--- config.mk ---
export PLATFORM = sky130hd
export DESIGN_NAME = srt_r2_seq
export DESIGN_NICKNAME = d
export VERILOG_FILES = /design/src/rtl/srt_r2_seq.sv
export SDC_FILE = /design/constraint.sdc
export NUM_CORES = 1
export LEC_CHECK = 0
export CAP_MARGIN = 20
export CORE_UTILIZATION = 65
export CTS_CLUSTER_DIAMETER = 150
export DETAILED_ROUTE_END_ITERATION = 8
export PLACE_DENSITY_LB_ADDON = 0.05
export SYNTH_ARGS = -nofsm -noshare
export SYNTH_HDL_FRONTEND = slang
export SYNTH_SLANG_ARGS = --single-unit
--- constraint.sdc ---
create_clock -name clk_i -period 4.6 [get_ports clk_i]
set_input_delay 1.15 -clock clk_i [delete_from_list [all_inputs] [get_ports clk_i]]
set_output_delay 1.15 -clock clk_i [all_outputs]
set_load 0.005 [all_outputs]
--- src/rtl/srt_r2_seq.sv ---
// Iterative unsigned radix-2 SRT divider: normalize, n digit steps,
// sign correction and remainder denormalization; valid/ready on both sides.
module srt_r2_seq #(
    parameter int WID = 8
) (
    input  logic           clk_i,
    input  logic           rst_i,
    input  logic           valid_i,
    output logic           ready_o,
    input  logic [WID-1:0] op1_i,
    input  logic [WID-1:0] op2_i,
    output logic           valid_o,
    input  logic           ready_i,
    output logic [WID-1:0] quo_o,
    output logic [WID-1:0] rem_o,
    output logic           div0_o,
    output logic           busy_o
);

    localparam int PW = WID + 3;
    localparam int CW = $clog2(WID + 1);
    localparam logic signed [PW-1:0] LIM  = PW'(2 ** WID);
    localparam logic signed [PW-1:0] NLIM = -LIM;

    typedef enum logic [2:0] {
        S_IDLE,
        S_NORM,
        S_ITER,
        S_CORR,
        S_DONE
    } state_t;

    state_t state_q, state_d;

    logic [WID-1:0]        a_q, a_d;
    logic [WID-1:0]        d_q, d_d;
    logic signed [PW-1:0]  p_q, p_d;
    logic [WID:0]          dx_q, dx_d;
    logic [WID-1:0]        qp_q, qp_d;
    logic [WID-1:0]        qn_q, qn_d;
    logic [CW-1:0]         cnt_q, cnt_d;
    logic [CW-1:0]         n_q, n_d;
    logic [WID-1:0]        quo_d, rem_d;
    logic                  div0_d;

    logic signed [PW-1:0]  dx_s;
    logic signed [PW-1:0]  t_c;
    logic signed [PW-1:0]  p_fix;
    logic [WID-1:0]        q_c;
    logic [CW-1:0]         nrm_n;
    logic                  q_pos, q_neg;

    function automatic logic [CW-1:0] lzc(input logic [WID-1:0] v);
        logic [CW-1:0] r;
        r = '0;
        for (int i = 0; i < WID; i++) begin
            if (v[i]) r = CW'(WID - 1 - i);
        end
        return r;
    endfunction

    assign nrm_n = lzc(d_q) + CW'(1);
    assign dx_s  = $signed({2'b00, dx_q});
    assign t_c   = p_q <<< 1;
    assign q_pos = (t_c >= LIM);
    assign q_neg = (t_c < NLIM);

    always_comb begin
        state_d = state_q;
        a_d     = a_q;
        d_d     = d_q;
        p_d     = p_q;
        dx_d    = dx_q;
        qp_d    = qp_q;
        qn_d    = qn_q;
        cnt_d   = cnt_q;
        n_d     = n_q;
        quo_d   = quo_o;
        rem_d   = rem_o;
        div0_d  = div0_o;
        q_c     = qp_q - qn_q;
        p_fix   = p_q;
        unique case (state_q)
            S_IDLE: begin
                if (valid_i && ready_o) begin
                    a_d     = op1_i;
                    d_d     = op2_i;
                    state_d = S_NORM;
                end
            end
            S_NORM: begin
                p_d   = $signed({3'b000, a_q});
                dx_d  = {1'b0, d_q} << nrm_n;
                qp_d  = '0;
                qn_d  = '0;
                cnt_d = nrm_n;
                n_d   = nrm_n;
                if (d_q == '0) begin
                    quo_d   = '1;
                    rem_d   = a_q;
                    div0_d  = 1'b1;
                    state_d = S_DONE;
                end else begin
                    state_d = S_ITER;
                end
            end
            S_ITER: begin
                if (q_pos)      p_d = t_c - dx_s;
                else if (q_neg) p_d = t_c + dx_s;
                else            p_d = t_c;
                qp_d  = {qp_q[WID-2:0], q_pos};
                qn_d  = {qn_q[WID-2:0], q_neg};
                cnt_d = cnt_q - CW'(1);
                if (cnt_q == CW'(1)) state_d = S_CORR;
            end
            S_CORR: begin
                // A negative partial remainder means the last digit overshot
                if (p_q[PW-1]) begin
                    p_fix = p_q + dx_s;
                    q_c   = q_c - WID'(1);
                end
                quo_d   = q_c;
                rem_d   = WID'($unsigned(p_fix) >> n_q);
                div0_d  = 1'b0;
                state_d = S_DONE;
            end
            S_DONE: begin
                if (ready_i) state_d = S_IDLE;
            end
            default: state_d = S_IDLE;
        endcase
    end

    always_ff @(posedge clk_i) begin
        if (rst_i) begin
            state_q <= S_IDLE;
            a_q     <= '0;
            d_q     <= '0;
            p_q     <= '0;
            dx_q    <= '0;
            qp_q    <= '0;
            qn_q    <= '0;
            cnt_q   <= '0;
            n_q     <= '0;
            quo_o   <= '0;
            rem_o   <= '0;
            div0_o  <= 1'b0;
            ready_o <= 1'b1;
            valid_o <= 1'b0;
            busy_o  <= 1'b0;
        end else begin
            state_q <= state_d;
            a_q     <= a_d;
            d_q     <= d_d;
            p_q     <= p_d;
            dx_q    <= dx_d;
            qp_q    <= qp_d;
            qn_q    <= qn_d;
            cnt_q   <= cnt_d;
            n_q     <= n_d;
            quo_o   <= quo_d;
            rem_o   <= rem_d;
            div0_o  <= div0_d;
            ready_o <= (state_d == S_IDLE);
            valid_o <= (state_d == S_DONE);
            busy_o  <= (state_d != S_IDLE);
        end
    end

endmodule

==> flow_summary.ini <==
[outcome]
status = finished, final reports clean

[logic_synthesis]
synthSimpleGateAreaFrac_pct = 22.1
synthMuxAreaShare_pct = 5.13
synth_top_flop_cell = dfxtp_1
yosysUniqueCellTypes = 80
synth_compound_area_share_pct = 25.8
synth_top_family_by_area = compound AO/OA/AOI/OAI gates
yosys.area_share.xor_xnor_pct = 3.98
synthAdderAreaFrac_pct = 8.98
yosys.area.top_type = dfxtp_1
synth_area_leaders = dfxtp_1 (28%), ha_1 (7.6%), nand2_1 (6.2%)
seq_area_frac_synth_pct = 28.1
synth_top_area_share_pct = 28.1
synth_cells = 760
syn_area_um2 = 5910
synth_edf_count = 0
synth_nets = 820
avgSynthCellArea_um2 = 7.77
async_flop_share_pct = 0
ys_ff_latch = 83
yosys_warnings = 0

[power]
p_sw_mw = 0.864
peakVddDrop_mv = 0.267
total_power_mw = 2.23
power_frac_seq_pct = 40.2
leakage_nw = 2.40
p_comb_share_pct = 38.3
pwr-share-clk_pct = 21.5
intPower_mw = 1.37
power_density_nw_per_um2 = 345
sw_frac_of_total_pct = 38.7

[placed_design]
gp_congestion = 0.981
io_buffers = 39
dp_hpwl_mm = 11.5

[cells_and_area]
n_antenna_cell = 0
layout_common_cells = nand2_1 (98), dfxtp_1 (83), nor2_1 (77), a21oi_1 (57), inv_1 (42)
drive_above_1_share_pct = 6.97
syn2layout_area_growth_pct = 9.60
fin_nets = 831
final_util_pct = 73.9
final_common_cell = nand2_1

[clocking]
h-tree-depth = 3
hold_buffers = 0
clk_pin_slew_ps = 80
insertion_delay_ps = 360
cts_root_buf = clkbuf_8
cts_made_buffers = 9
post_cts.resized_instances = 0
cts_tree = built
clkSinkCount = 83
postCtsSetupBuffers = 0
cts_buffer_depth = 2

[global_routing]
grt_pass1_vias = 5492
grt_pass1_wl_mm = 25.9
track_usage_pct = 33.3
antenna_found_initial = 0
grt_max_degree = 48
overflow = 0

[timing]
fmax_mhz = 341
worst_slew_pin_slew_ps = 955
slew_headroom_pct = 36.2
rsz0062_at_grt = no
setup_violations = 0
hold_violations = 0
min_period_ps = 2930
slew_viol_final = 0
fin_crit_sh_pct = 63.8
finalClockSkew_ps = 14.5
tns_ps = 0

[route]
drtPass1Iterations = 5
vias = 5703
vias_per_cell = 6.46
post-route-drc-count = 0
first_iter_violations = 330
ant_nets = 0
wl_per_cell_um = 17.3
wl_mm = 15.3

[worst_hold_path]
whs_path_depth = 2
hp-class = reg -> reg

[worst_setup_path]
critPathCapture = rem_o[1]
end_kind = register
rr_startpoint = dx_q[0]
critPathKind = reg -> reg
r2r_setup_slack_ps = 1670
startpoint = dx_q[0]
r2r_end = rem_o[1]
arrival_ps = 3140
cp-start-kind = register
cpPeakStageDelay_ps = 520
slowest_stage = mux4_2
rr_worst_depth = 10
path_cells = ha_1 -> inv_1 -> fa_1 -> nor2b_4 -> o2111a_2 -> nor2_1 -> xnor2_1 -> mux4_2 -> a221oi_1 -> a311oi_1
critPathRequiredTime_ps = 4800
crit_path_max_fanout = 5

[floorplanning]
io-pin-count = 40
num_rows = 34
fp.dieW_um = 97.3
dieArea_um2 = 9470
initial_core_util_pct = 67.4
core-area_um2 = 8760
die_y_um = 97.3

[run]
cap_viol_max_count = 0
[cells by family (layout without fill, tap and decap cells)]
| kind of cell | Yosys count | in the layout |
|---|---|---|
| AOI/OAI and AO/OA | 222 | 222 |
| xor gates and xnor gates | 26 | 26 |
| adders and majority gates | 40 | 40 |
| buffers and inverters | 88 | 103 |
| DFF | 83 | 83 |
| muxes | 26 | 26 |
| and+or+nand+nor | 275 | 275 |
[metrics by stage]
step                worst slack, ps  hold slack (ps)  cell area, µm²  std cells
finish                         1670              479            6470        883
global route                   1450              509            6470        883
CTS                            1690              477            6470        883
detailed placement             1690              457            6290        868
global placement               1680              446            6280        867
floorplan                      1990              446            5910        760
[layer usage]
layer | vias up | track usage [%] | wire length, µm
li1 | 2757 | - | -
met4 | 0 | 13.7 | 459
met5 | - | 0 | 0
met3 | 36 | 5.04 | 934
met2 | 210 | 56.1 | 7360
met1 | 2700 | 42.6 | 6550
[state kept, by name (all words and copies together), names as in the netlist]
register	flops
quo_o	8
dx_q	9
qp_q	8
busy_o	1
a_q	8
n_q	4
p_q	11
d_q	8
state_q	3
qn_q	8
valid_o	1
rem_o	8
cnt_q	4
ready_o	1
div0_o	1
[cell type report]
class / count / area [µm²]
Multi-Input combinational cell: 589 / 3910
Fill cell: 704 / 2290
Sequential cell: 83 / 1660
Timing Repair Buffer: 44 / 427
Inverter: 44 / 165
Clock buffer: 12 / 155
Tap cell: 108 / 135
Clock inverter: 3 / 23.8
[power by group through the flow]
stage	registers [mW]	logic, mW	clock network [mW]
finish	0.898	0.854	0.480
global route	0.911	0.944	0.520
global placement	0.906	0.808	0
detailed placement	0.911	0.835	0
CTS	0.895	0.842	0.487
floorplan	0.869	0.640	0
[synthesized netlist by cell type, drive strengths merged, types with 6 or more instances]
| cell | count |
|---|---|
| ha | 36 |
| mux2i | 19 |
| a311oi | 6 |
| xor2 | 6 |
| nor2 | 77 |
| o21ai | 36 |
| xnor2 | 20 |
| a211oi | 15 |
| o21a | 7 |
| nand3 | 20 |
| clkbuf | 33 |
| a22oi | 19 |
| nor3b | 8 |
| a21oi | 61 |
| o22ai | 6 |
| or3 | 6 |
| dfxtp | 83 |
| a31oi | 10 |
| buf | 11 |
| o211ai | 6 |
| nand2b | 12 |
| nand2 | 98 |
| inv | 43 |
| nor2b | 8 |
| a221oi | 12 |
| nor3 | 18 |
[critical path, delay by kind of cell, from the launching register on]
kind | cells | cell delay [ps]
mux | 1 | 520
fa+ha+maj | 2 | 700
flops | 1 | 430
compound gates | 3 | 700
xor+xnor | 1 | 120
buf+inv | 1 | 70
simple gates | 2 | 240
[worst min-delay path by stage]
| stage | start | endpoint | slack (ps) |
|---|---|---|---|
| floorplan | a_q[3] | a_q[3] | 450 |
| global placement | div0_o | div0_o | 450 |
| detailed placement | div0_o | div0_o | 460 |
| CTS | div0_o | div0_o | 480 |
| global route | div0_o | div0_o | 510 |
| finish | div0_o | div0_o | 480 |
No activity file was read; power rests on OpenSTA's default activity.
